==> src/rtl/irq_pkg.sv <==
// Shared constants and types for the interrupt controller: source count,
// register map and the 2-bit priority type (priority 0 means masked).
package irq_pkg;
  localparam int NUM_SRC = 16;
  localparam int VEC_W   = 4;
  localparam int ADDR_W  = 24;

  typedef logic [1:0] pri_t;
  localparam pri_t PRI_MASKED = 2'd0;

  localparam logic [ADDR_W-1:0] ADDR_ENABLE_LO = 24'h002020;
  localparam logic [ADDR_W-1:0] ADDR_ENABLE_HI = 24'h002021;
  localparam logic [ADDR_W-1:0] ADDR_FLAG_LO   = 24'h002022;
  localparam logic [ADDR_W-1:0] ADDR_FLAG_HI   = 24'h002023;
  localparam logic [ADDR_W-1:0] ADDR_PRI0      = 24'h002024;
  localparam logic [ADDR_W-1:0] ADDR_PRI1      = 24'h002025;
  localparam logic [ADDR_W-1:0] ADDR_PRI2      = 24'h002026;
  localparam logic [ADDR_W-1:0] ADDR_PRI3      = 24'h002027;
endpackage

==> src/rtl/irq_edge_sync.sv <==
// Synchronises one interrupt line into the clk domain and emits a one-cycle
// pulse on each genuine low-to-high transition.
module irq_edge_sync #(
  parameter int SYNC_STAGES = 2
) (
  input  logic clk,
  input  logic reset,
  input  logic irq_line,
  output logic rise
);
  logic [SYNC_STAGES-1:0] sync_q;
  logic [SYNC_STAGES-1:0] valid_q;
  logic                   prev_q;
  logic                   armed_q;

  // valid_q tracks which synchroniser stages hold real post-reset samples, so
  // the zeros loaded by reset never count as a low; a line held high across
  // reset must therefore be seen low before its next rise is reported.
  always_ff @(posedge clk) begin
    if (reset) begin
      sync_q  <= '0;
      valid_q <= '0;
      prev_q  <= 1'b0;
      armed_q <= 1'b0;
    end else begin
      sync_q  <= {sync_q[SYNC_STAGES-2:0], irq_line};
      valid_q <= {valid_q[SYNC_STAGES-2:0], 1'b1};
      prev_q  <= sync_q[SYNC_STAGES-1];
      if (valid_q[SYNC_STAGES-1] && !sync_q[SYNC_STAGES-1])
        armed_q <= 1'b1;
    end
  end

  assign rise = armed_q & sync_q[SYNC_STAGES-1] & ~prev_q;
endmodule

==> src/rtl/irq_controller.sv <==
// Sixteen-source prioritised interrupt controller with a byte-wide register
// bus for enables, pending flags (write-1-to-clear) and per-source priorities.
module irq_controller
  import irq_pkg::*;
#(
  parameter int SYNC_STAGES = 2
) (
  input  logic              clk,
  input  logic              reset,
  input  logic              bus_write,
  input  logic              bus_read,
  input  logic [ADDR_W-1:0] bus_address_in,
  input  logic [7:0]        bus_data_in,
  output logic [7:0]        bus_data_out,
  input  logic [NUM_SRC-1:0] irq_in,
  input  logic              irq_ack,
  output logic              irq_req,
  output logic [VEC_W-1:0]  irq_vector,
  output pri_t              irq_pri
);
  logic [NUM_SRC-1:0]   enable_q;
  logic [NUM_SRC-1:0]   flag_q;
  logic [2*NUM_SRC-1:0] pri_q;
  logic [NUM_SRC-1:0]   set_pulse;
  logic [NUM_SRC-1:0]   clear_mask;
  logic [VEC_W-1:0]     best_idx;
  pri_t                 best_pri;

  for (genvar g = 0; g < NUM_SRC; g++) begin : g_src
    irq_edge_sync #(.SYNC_STAGES(SYNC_STAGES)) u_sync (
      .clk      (clk),
      .reset    (reset),
      .irq_line (irq_in[g]),
      .rise     (set_pulse[g])
    );
  end

  // Strictly-greater scan from index 0 gives lowest-index tie-break, and
  // starting at zero excludes priority-0 sources automatically.
  always_comb begin
    best_idx = '0;
    best_pri = PRI_MASKED;
    for (int i = 0; i < NUM_SRC; i++) begin
      if (flag_q[i] && enable_q[i] && (pri_q[2*i +: 2] > best_pri)) begin
        best_pri = pri_q[2*i +: 2];
        best_idx = i[VEC_W-1:0];
      end
    end
  end

  always_comb begin
    clear_mask = '0;
    if (irq_ack && irq_req)
      clear_mask[irq_vector] = 1'b1;
    if (bus_write && (bus_address_in == ADDR_FLAG_LO))
      clear_mask[7:0] = clear_mask[7:0] | bus_data_in;
    if (bus_write && (bus_address_in == ADDR_FLAG_HI))
      clear_mask[15:8] = clear_mask[15:8] | bus_data_in;
  end

  always_ff @(posedge clk) begin
    if (reset) begin
      enable_q   <= '0;
      pri_q      <= '0;
      flag_q     <= '0;
      irq_req    <= 1'b0;
      irq_vector <= '0;
      irq_pri    <= PRI_MASKED;
    end else begin
      if (bus_write) begin
        case (bus_address_in)
          ADDR_ENABLE_LO: enable_q[7:0]  <= bus_data_in;
          ADDR_ENABLE_HI: enable_q[15:8] <= bus_data_in;
          ADDR_PRI0:      pri_q[7:0]     <= bus_data_in;
          ADDR_PRI1:      pri_q[15:8]    <= bus_data_in;
          ADDR_PRI2:      pri_q[23:16]   <= bus_data_in;
          ADDR_PRI3:      pri_q[31:24]   <= bus_data_in;
          default: ;
        endcase
      end
      flag_q     <= (flag_q & ~clear_mask) | set_pulse;
      irq_req    <= (best_pri != PRI_MASKED);
      irq_vector <= best_idx;
      irq_pri    <= best_pri;
    end
  end

  // The read bus idles at zero whenever no read strobe is present.
  always_comb begin
    bus_data_out = 8'h00;
    if (bus_read) begin
      case (bus_address_in)
        ADDR_ENABLE_LO: bus_data_out = enable_q[7:0];
        ADDR_ENABLE_HI: bus_data_out = enable_q[15:8];
        ADDR_FLAG_LO:   bus_data_out = flag_q[7:0];
        ADDR_FLAG_HI:   bus_data_out = flag_q[15:8];
        ADDR_PRI0:      bus_data_out = pri_q[7:0];
        ADDR_PRI1:      bus_data_out = pri_q[15:8];
        ADDR_PRI2:      bus_data_out = pri_q[23:16];
        ADDR_PRI3:      bus_data_out = pri_q[31:24];
        default:        bus_data_out = 8'h00;
      endcase
    end
  end
endmodule

==> config.mk <==
export PLATFORM = sky130hd
export DESIGN_NAME = irq_controller
export DESIGN_NICKNAME = d
export VERILOG_FILES = /design/src/rtl/irq_pkg.sv /design/src/rtl/irq_edge_sync.sv /design/src/rtl/irq_controller.sv
export SDC_FILE = /design/constraint.sdc
export NUM_CORES = 1
export LEC_CHECK = 0
export BUFFER_PORTS_ARGS = -buffer_cell sky130_fd_sc_hd__clkbuf_2
export CAP_MARGIN = 25
export CORE_ASPECT_RATIO = 0.9
export CORE_MARGIN = 8
export CORE_UTILIZATION = 40
export CTS_BUF_LIST = sky130_fd_sc_hd__clkbuf_16
export DETAILED_ROUTE_END_ITERATION = 10
export HOLD_SLACK_MARGIN = 0.15
export PLACE_DENSITY = 0.56
export SLEW_MARGIN = 20
export SYNTH_ARGS = -nofsm -noshare
export SYNTH_HDL_FRONTEND = slang
export SYNTH_HIERARCHICAL = 1
export SYNTH_SLANG_ARGS = --single-unit
==> constraint.sdc <==
create_clock -name clk -period 27 [get_ports clk]
set_input_delay 2.7 -clock clk [delete_from_list [all_inputs] [get_ports clk]]
set_output_delay 2.7 -clock clk [all_outputs]
set_load 0.02 [all_outputs]
# After elaboration in Yosys (flattened, before gate mapping)
# Index checks and enable logic that the tools add are counted.
# totals
regBits	167
inputBits	53
out_inout_bits	15
elab_cells	298
# classes
n_lt_le_gt_ge	18
eq_ne	8
n_mux	54
bitwise_logic	53
n_reduce_logical	75
# ops
op	n
$eq 24x14->1 const B	8
$pmux 8 s8	1
$mux 4	14
$logic_and 1x1->1	52
$and 1x1->1	32
$mux 2	16
$gt 2x2->1	15
$mux 8	3
$mux 1	18
$and 16x16->16	1
$logic_not 1->1	16
$mux 16	1
$not 1->1	16
$not 16->16	1
$or 16x16->16	1
$or 8x8->8	2
$reduce_and 2->1	6
$lt 4x5->1 const B	1
$demux 1 s4	1
$ge 4x1->1 const B	1
$gt 2x1->1 const B	1
$reduce_bool 2->1	1

# Longest topological paths before layout
# Gate-level depths: netlist of run 1.
# logic_depth
depth_word	49
mapped_depth	92
mapped_depth_nobuf	92

# Hierarchy
# The synthesis of run 1 kept the hierarchy.
# modules_own_cells
mod	n_inst	cells_each	area_each_um2	seq_area_each_um2
irq_controller	1	603	4388.0	1421.4
irq_edge_sync	16	15	180.2	120.1

# Worst setup path after synthesis of run 1
# Ideal clock, no wire load.
# synth_path
path_type	reg2reg
from	reg flag_q[0]
to	reg irq_vector[3]
setup_ns	0.142
t_arrival_ns	16.430
required_time_ns	26.858
path_slack_ns	10.428
path_stages_with_launch	88
path_buffers	0
synth_period_minus_slack_ns	16.572
path_cell_list	dfxtp_1 and3_1 inv_1 ha_1 nor2b_4 o211ai_1 mux2_2 ha_1 nor2_1 nor2_1 or4_1 a21o_1 and2_1 ha_1 nor2_1 inv_1 a22o_1 a31oi_2 (+52 left out) nor2_1 maj3_1 nand4_1 a21boi_2 ha_1 nor2_1 maj3_1 and3_1 mux2_2 ha_1 nand2_1 o2111ai_1 mux2i_1 ha_1 nor2b_1 o2111ai_1 and2_1 a41oi_1
# synth_between
elab_chain_len	48
word_cells_on_any_way	60
cone_classes	order compare: 15; mux: 28; reduce/logical: 17
# synth_lines
element	line	rtl
from (decl)	irq_controller.sv:22	logic [NUM_SRC-1:0] flag_q;
from (signal assigned)	irq_controller.sv:81	flag_q <= (flag_q & ~clear_mask) | set_pulse;
$logic_and 1x1->1 (*) (2 in series)	irq_controller.sv:44	if (flag_q[i] && enable_q[i] && (pri_q[2*i +: 2] > best_pri)) begin
$mux 2 (*)	irq_controller.sv:44	
$gt 2x2->1	irq_controller.sv:44	
$logic_and 1x1->1	irq_controller.sv:44	
$mux 2 (*)	irq_controller.sv:44	
$gt 2x2->1	irq_controller.sv:44	
$logic_and 1x1->1	irq_controller.sv:44	
$mux 2 (*)	irq_controller.sv:44	
(+31 left out)	--	
$logic_and 1x1->1	irq_controller.sv:44	
$mux 2	irq_controller.sv:44	
$gt 2x2->1	irq_controller.sv:44	
$logic_and 1x1->1	irq_controller.sv:44	
$mux 2	irq_controller.sv:44	
$gt 2x2->1	irq_controller.sv:44	
$logic_and 1x1->1	irq_controller.sv:44	
$mux 4 (*)	irq_controller.sv:44	
to (signal assigned)	irq_controller.sv:83	irq_vector <= best_idx;
to (decl)	irq_controller.sv:18	output logic [VEC_W-1:0] irq_vector,
# Mark *: on every way between the ends. The rest lies on a longest branch, timed or not.
# A chain may end at the register's enable or synchronous reset.

# Worst setup path after layout of run 1
# Ends and elaborated chain as after synthesis.

==> results of run 1 <==
layout make-up:
| type | count | share of cell area, % |
|---|---|---|
| Clock buffer | 17 | 5.076 |
| Sequential cell | 167 | 39.89 |
| Inverter | 41 | 1.836 |
| Tap cell | 240 | 3.583 |
| Multi-Input combinational cell | 609 | 43.80 |
| Clock inverter | 14 | 1.597 |
| Timing Repair Buffer | 69 | 4.210 |
layout by cell type, fill, tap and decap left out, types with 5 or more instances in the layout:
master	n
and2b_2	64
o21ai_0	17
and3_1	9
a22oi_1	16
dfxtp_1	167
and2_1	12
ha_1	18
clkbuf_16	17
a22o_1	9
a221oi_1	8
nor2b_1	20
a31oi_1	11
inv_1	42
nand2_1	150
nor3_1	9
o21a_1	17
a21oi_1	73
o211ai_1	5
nor2_1	78
nand2b_1	6
clkbuf_2	66
clkinv_2	5
nand4_1	8
nand3_1	16
state kept, by name, indices dropped and copies added (netlist names):
signal	count
irq_vector	4
enable_q	16
flag_q	16
pri_q	32
irq_pri	2
g_src.u_sync/prev_q	16
g_src.u_sync/valid_q	32
g_src.u_sync/sync_q	32
g_src.u_sync/armed_q	16
irq_req	1
metrics by stage:
stage               utilization (%)  cell area, sq um
floorplan                         -              7271
global placement              44.12              7821
detailed placement            44.12              7821
CTS                           47.28              8381
global route                  47.28              8381
finish                        47.28              8381
layer usage:
layer  global-route usage (%)  part of all wire, %  up-vias
met2                    25.92                   42      226
met4                    7.040                  2.0        0
met3                    3.723                  8.4       25
met5                        0                    0        -
met1                    24.40                   47     2791
li1                         -                    -     3013
power groups by stage:
stage	clock network, mW	registers [mW]	logic (mW)
2_1_floorplan	0	0.261	0.0114
3_3_place_gp	0	0.262	0.0189
3_5_place_dp	0	0.262	0.0191
4_1_cts	0.236	0.257	0.0192
5_1_grt	0.247	0.258	0.0210
6_report	0.230	0.257	0.0190
worst max-delay path: cells and delay by family (launching register included):
kind | cells | cell delay (ns)
DFF | 1 | 0.42
buffers and inverters | 4 | 0.32
muxes | 3 | 1.11
and+or+nand+nor | 36 | 5.48
AOI/OAI and AO/OA | 26 | 5.92
adders and majority gates | 18 | 4.92
worst max path at each step:
stage	cells after the start	from	slack, ns	end
after floorplan	87	flag_q[0]	10.43	irq_vector[3]
after global placement	87	flag_q[0]	9.10	irq_vector[2]
after detailed placement	87	flag_q[0]	8.76	irq_vector[3]
after CTS	87	flag_q[0]	8.72	irq_vector[3]
after global routing	88	flag_q[0]	6.83	irq_vector[0]
final	87	flag_q[0]	8.67	irq_vector[3]
logic make-up after synthesis:
logic type / share of synthesized area (%)
adders and majority gates: 3.511
buffers and inverters: 3.597
DFF: 45.98
muxes: 0.7400
AOI/OAI and AO/OA: 18.07
and+or+nand+nor: 28.10
==> summary.md, run 1 <==
| Metric | Value |
|---|---|
| Status | `completed` |
| Post-synth top cells | `167 x dfxtp_1, 150 x nand2_1, 78 x nor2_1` |
| Post-Place Cells | `1126` |
| Final std cells w/o fill | `1157` |
| Clk Latency, worst-skew pair | `0.42 ns` |
| Clk sinks | `167` |
| Net Sw Frac | `21.36%` |
| Endpoints failing setup | `0` |
| Hold wc startpoint | `g_src[3].u_sync/sync_q[0]` |
| Reg2reg setup slack | `8.67 ns` |
| Final WL | `19430 um` |
| Final worst slack | `8.672 ns` |
| Drt drc | `0` |
| R2r endpoint | `irq_vector[3]` |
| ANT nets after route | `0` |
| Worst min-delay path category | `register to register` |
| MaxCap Viol Count | `0` |
| Multi-input gate area | `3671 sq um` |
| Fraction of layout cells with a size suffix above 1 | `20.07%` |
| Total negative slack | `0 ns` |
| Clock Power Share | `45.4%` |
| Worst Setup Start Kind | `register` |
| FMAX | `0.05456 GHz` |
| Worst flop-to-flop path startpoint | `flag_q[0]` |
| Rel. slew slack | `35.31%` |
| Synth top area cells | `dfxtp_1 46%, nand2_1 7.7%, and2b_2 7.7%` |
| CTS root buf | `clkbuf_16` |
| Initial antenna violation count | `0` |
| Ant diodes | `0` |
| Initial DRC Count | `501` |
| Top-count cell post-synth | `dfxtp_1` |
| Crit-path max FO | `8` |
| Post-CTS sizing | `0` |
| CP max-delay cell | `o2111ai_1` |
| Crit path DAT | `18.57 ns` |
| Final Max Slew Viols | `0` |
| Leak pwr | `3.444 nW` |
| Worst path required time | `27.24 ns` |
| DRT Pass-1 Iters | `5` |
| Hold endpoint | `g_src[3].u_sync/sync_q[1]` |
| Total track usage | `17.57%` |
| Hold Vio Cnt, Final | `0` |
| Pwr Density | `60.35 nW/um^2` |
| Vias in the first global route | `5606` |
| Internal power | `0.3977 mW` |
| Place WS | `8.764 ns` |
| Die area | `22750 sq um` |
| H-Tree Depth | `4` |
| TritonCTS clock tree | `built` |
| Final Wtd Congestion | `0.8943` |
| Crit-path max cell delay | `0.50 ns` |
| IO Pins | `68` |
| Sequential Power Share | `50.8%` |
| Pwr Total | `0.5058 mW` |
| P_sw | `0.1080 mW` |
| Setup repair after global routing missed its margin | `no` |
| Main synth FF type | `dfxtp_1` |
| Core Footprint | `17730 sq um` |
| Clock-pin slew on the worst setup and hold paths | `0.07 ns` |
| Worst-case hold slack | `0.4427 ns` |
| FFs w/ async S/R, synth | `0%` |
| CTS buffer count | `17` |
| Synth Register Bits | `167` |
| Post-CTS Setup Bufs | `0` |
| Cts hold-fix bufs | `0` |
| Average wire per standard cell | `16.80 um` |
| DP HPWL | `14170 um` |
| GR Overflow Total | `0` |
| Routed vias | `6055` |
| Clock buffer depth | `2` |
| Crit-path most repeated cell | `ha_1` |
| Syn Nets | `914` |
| Cell variety after synth | `67` |
| Port Buffers | `67` |
| Peak supply drop | `0.04482 mV` |
| FILL cells | `1762` |
| Worst Max-Slew Pin Slew | `0.9668 ns` |
| Synthesized instance count | `843` |
| Worst Setup End Kind | `register` |
| Vias/cell | `5.233` |
| EDFF count, synth | `0` |
| FP Rows | `46` |
| First-pass GRT wire length | `30700 um` |
| Mapped cell area | `7271 sq um` |
| Pin count of the biggest net entering global routing | `96` |
| Reg area | `3343 sq um` |
| Area leader, netlist | `dfxtp_1` |
| Clock Skew | `0.009308 ns` |
| Die extent in x | `158.1 um` |
| Sequential share of the synthesized area | `45.98%` |
| Kind of critical path | `register to register` |
| Min-Delay Path Depth | `1` |
| Final nets | `976` |
| Die height | `143.9 um` |
| Initial core utilization | `41.01%` |
| Yosys top cell area share | `45.98%` |
| Avg Inst Size Synth | `8.625 sq um` |
| Final period util | `67.88%` |
| R2R depth | `87` |
| Area grow syn2layout | `15.26%` |
| Combinational power share | `3.7%` |
| Tmin final | `18.33 ns` |
| YS warnings | `6` |
(Power assumes the default switching activity.)
==> run 2, diff against run 1 <==
==> constraint.sdc (replaced) <==
create_clock -name clk -period 19 [get_ports clk]
set_input_delay 1.9 -clock clk [delete_from_list [all_inputs] [get_ports clk]]
set_output_delay 1.9 -clock clk [all_outputs]
set_load 0.02 [all_outputs]
==> run 2 against run 1 <==
Compared with the run above: combinational power up 42%; critical path type unchanged; wire length grew 1.3%; core utilization up 0.79 points; critical endpoint unchanged; final cell count is 0.35% higher; maximum frequency grew 4.4%; final area rose by 1.7%; via count down 1.6%; clock power is 58% higher; hold slack improved by 0.0037 ns.
==> summary.md, run 2 (synthesis results as in run 1) <==
| Metric | Value |
|---|---|
| Status | `completed` |
| Die extent in x | `158.1 um (unchanged)` |
| Final period util | `92.39% (+25 points)` |
| Combinational power share | `3.6% (about the same)` |
| Port Buffers | `67 (unchanged)` |
| Core Util, Final | `48.07% (+0.79 points)` |
| Hold Vio Cnt, Final | `0 (unchanged)` |
| CTS root buf | `clkbuf_16` |
| GR Overflow Total | `0 (unchanged)` |
| Leak pwr | `3.484 nW (+1.2%)` |
| Worst Setup End Kind | `register` |
| ANT nets after route | `0 (unchanged)` |
| Pwr Total | `0.7551 mW (+49%)` |
| Final Wtd Congestion | `0.8933 (-0.11%)` |
| Place WS | `0.7751 ns (-7.989 ns)` |
| Net Sw Frac | `21.25% (-0.11 points)` |
| Initial antenna violation count | `1 (+1)` |
| Worst Setup Start Kind | `register` |
| Pwr Density | `88.62 nW/um^2 (+47%)` |
| FP Rows | `46 (unchanged)` |
| Reg2reg setup slack | `1.45 ns (-7.23 ns)` |
| Tmin final | `17.55 ns (-0.7740 ns)` |
| Die area | `22750 sq um (unchanged)` |
| MaxCap Viol Count | `0 (unchanged)` |
| IO Pins | `68 (unchanged)` |
| Clk sinks | `167 (unchanged)` |
| R2R depth | `90 (+3.4%)` |
| Final worst slack | `1.446 ns (-7.226 ns)` |
| Ant diodes | `0 (unchanged)` |
| FILL cells | `1773 (+0.62%)` |
| CTS buffer count | `17 (unchanged)` |
| Routed vias | `5957 (-1.6%)` |
| Clock-pin slew on the worst setup and hold paths | `0.06 ns (about the same)` |
| Multi-input gate area | `3724 sq um (+1.4%)` |
| Initial DRC Count | `483 (-3.6%)` |
| Min-Delay Path Depth | `1 (unchanged)` |
| Largest regs | `g_src.u_sync/sync_q: 32 flops, g_src.u_sync/valid_q: 32 flops, pri_q: 32 flops` |
| Crit-path max cell delay | `0.46 ns (-0.04 ns)` |
| Clock Power Share | `48.1% (+2.7 points)` |
| Internal power | `0.5947 mW (+50%)` |
| Average wire per standard cell | `16.96 um (+0.98%)` |
| Drt drc | `0 (unchanged)` |
| Initial core utilization | `41.01% (unchanged)` |
| Worst min-delay path category | `register to register` |
| DP HPWL | `14270 um (+0.70%)` |
| Final std cells w/o fill | `1161 (+0.35%)` |
| H-Tree Depth | `4 (unchanged)` |
| First-pass GRT wire length | `30680 um (about the same)` |
| Final WL | `19690 um (+1.3%)` |
| Kind of critical path | `register to register` |
| Total track usage | `17.62% (+0.049 points)` |
| Clk Latency, worst-skew pair | `0.42 ns (about the same)` |
| Area grow syn2layout | `17.19%` |
| Core Footprint | `17730 sq um (unchanged)` |
| Final Max Slew Viols | `0 (unchanged)` |
| Die height | `143.9 um (unchanged)` |
| Rel. slew slack | `36.88% (+1.6 points)` |
| Placed Area | `7821 sq um (unchanged)` |
| TritonCTS clock tree | `built` |
| Final nets | `979 (+0.31%)` |
| Fraction of layout cells with a size suffix above 1 | `21.72% (+1.7 points)` |
| CP max-delay cell | `or4_1` |
| Commonest non-fill, non-tap cells in the layout | `167 x dfxtp_1, 149 x nand2_1, 77 x nor2_1` |
| Peak supply drop | `0.06011 mV (+34%)` |
| Reg area | `3343 sq um (unchanged)` |
| DRT Pass-1 Iters | `5 (unchanged)` |
| Post-Place Cells | `1126 (unchanged)` |
| Vias in the first global route | `5569 (-0.66%)` |
| Vias/cell | `5.131 (-2.0%)` |
| Pin count of the biggest net entering global routing | `96 (unchanged)` |
| Worst path required time | `19.32 ns (-7.92 ns)` |
| Endpoints failing setup | `0 (unchanged)` |
| Post-route cell area | `8521 sq um (+1.7%)` |
| Sequential Power Share | `48.3% (-2.5 points)` |
| Crit path DAT | `17.87 ns (-0.70 ns)` |
| Worst Max-Slew Pin Slew | `0.9469 ns (-0.01995 ns)` |
| P_sw | `0.1604 mW (+49%)` |
| Crit-path max FO | `8 (unchanged)` |
| FMAX | `0.05697 GHz (+4.4%)` |
| Clock Skew | `0.006422 ns (-0.002886 ns)` |
| Clock buffer depth | `2 (unchanged)` |
| Crit-path most repeated cell | `ha_1` |
| Commonest non-fill, non-tap cell in the layout | `dfxtp_1` |
run 2: cell count changes in the layout (fill, tap and decap cells not counted), moves of 2 or more:
cell       previous run  this run
buf_4                 3         6
bufinv_16             2         4
clkinv_2              5         2
o2111ai_1             3         1
o2111ai_2             1         3
run 2: cell type report:
cell class / instances / share of cell area [%]
clock inverters: 15 / 2.335
multi-input cells: 609 / 43.70
well taps: 240 / 3.524
flip-flops and latches: 167 / 39.24
inverters: 41 / 1.806
clock buffers: 17 / 4.993
repair buffers: 72 / 4.405
run 2: repair_timing:
action,in CTS,in global routing
resized for setup,0,13
hold buffers,0,0
endpoints found under the setup margin,0,7
buffers inserted,0,3
run 2: layer usage:
metal	wire length [um]	up-vias	part of all wire, %	GRT usage [%]
met1	9311	2719	47	24.31
met2	8372	192	43	25.81
met5	10	-	0.051	0
met3	1647	24	8.4	4.653
met4	351	2	1.8	6.396
li1	-	3020	-	-
run 2: critical path: cells and delay by family, from the launching register on:
kind | cells | cell delay (ns)
compound gates | 29 | 6.02
fa+ha+maj | 18 | 4.73
flops | 1 | 0.42
simple gates | 36 | 5.14
mux | 2 | 0.75
buf+inv | 5 | 0.36
run 2: final timing paths:
path	startpoint	endpoint
worst min-delay path	g_src[0].u_sync/sync_q[0]	g_src[0].u_sync/sync_q[1]
worst max-delay path	flag_q[0]	irq_vector[3]
worst min register to register	g_src[0].u_sync/sync_q[0]	g_src[0].u_sync/sync_q[1]
worst max register to register	flag_q[0]	irq_vector[3]
run 2: power groups by stage:
stage / sequential, mW / clock [mW] / combinational, mW
floorplan: 0.371 / 0 / 0.0162
global placement: 0.373 / 0 / 0.0269
detailed placement: 0.373 / 0 / 0.0272
CTS: 0.365 / 0.371 / 0.0273
global route: 0.366 / 0.387 / 0.0299
finish: 0.365 / 0.363 / 0.0269
run 2: metrics by stage:
stage | hold slack, ns | TNS [ns]
after CTS | 0.4479 | 0
final | 0.4464 | 0
after detailed placement | 0.4341 | 0
after floorplan | 0.4281 | 0
after global placement | 0.4290 | 0
after global routing | 0.4571 | -0.1197
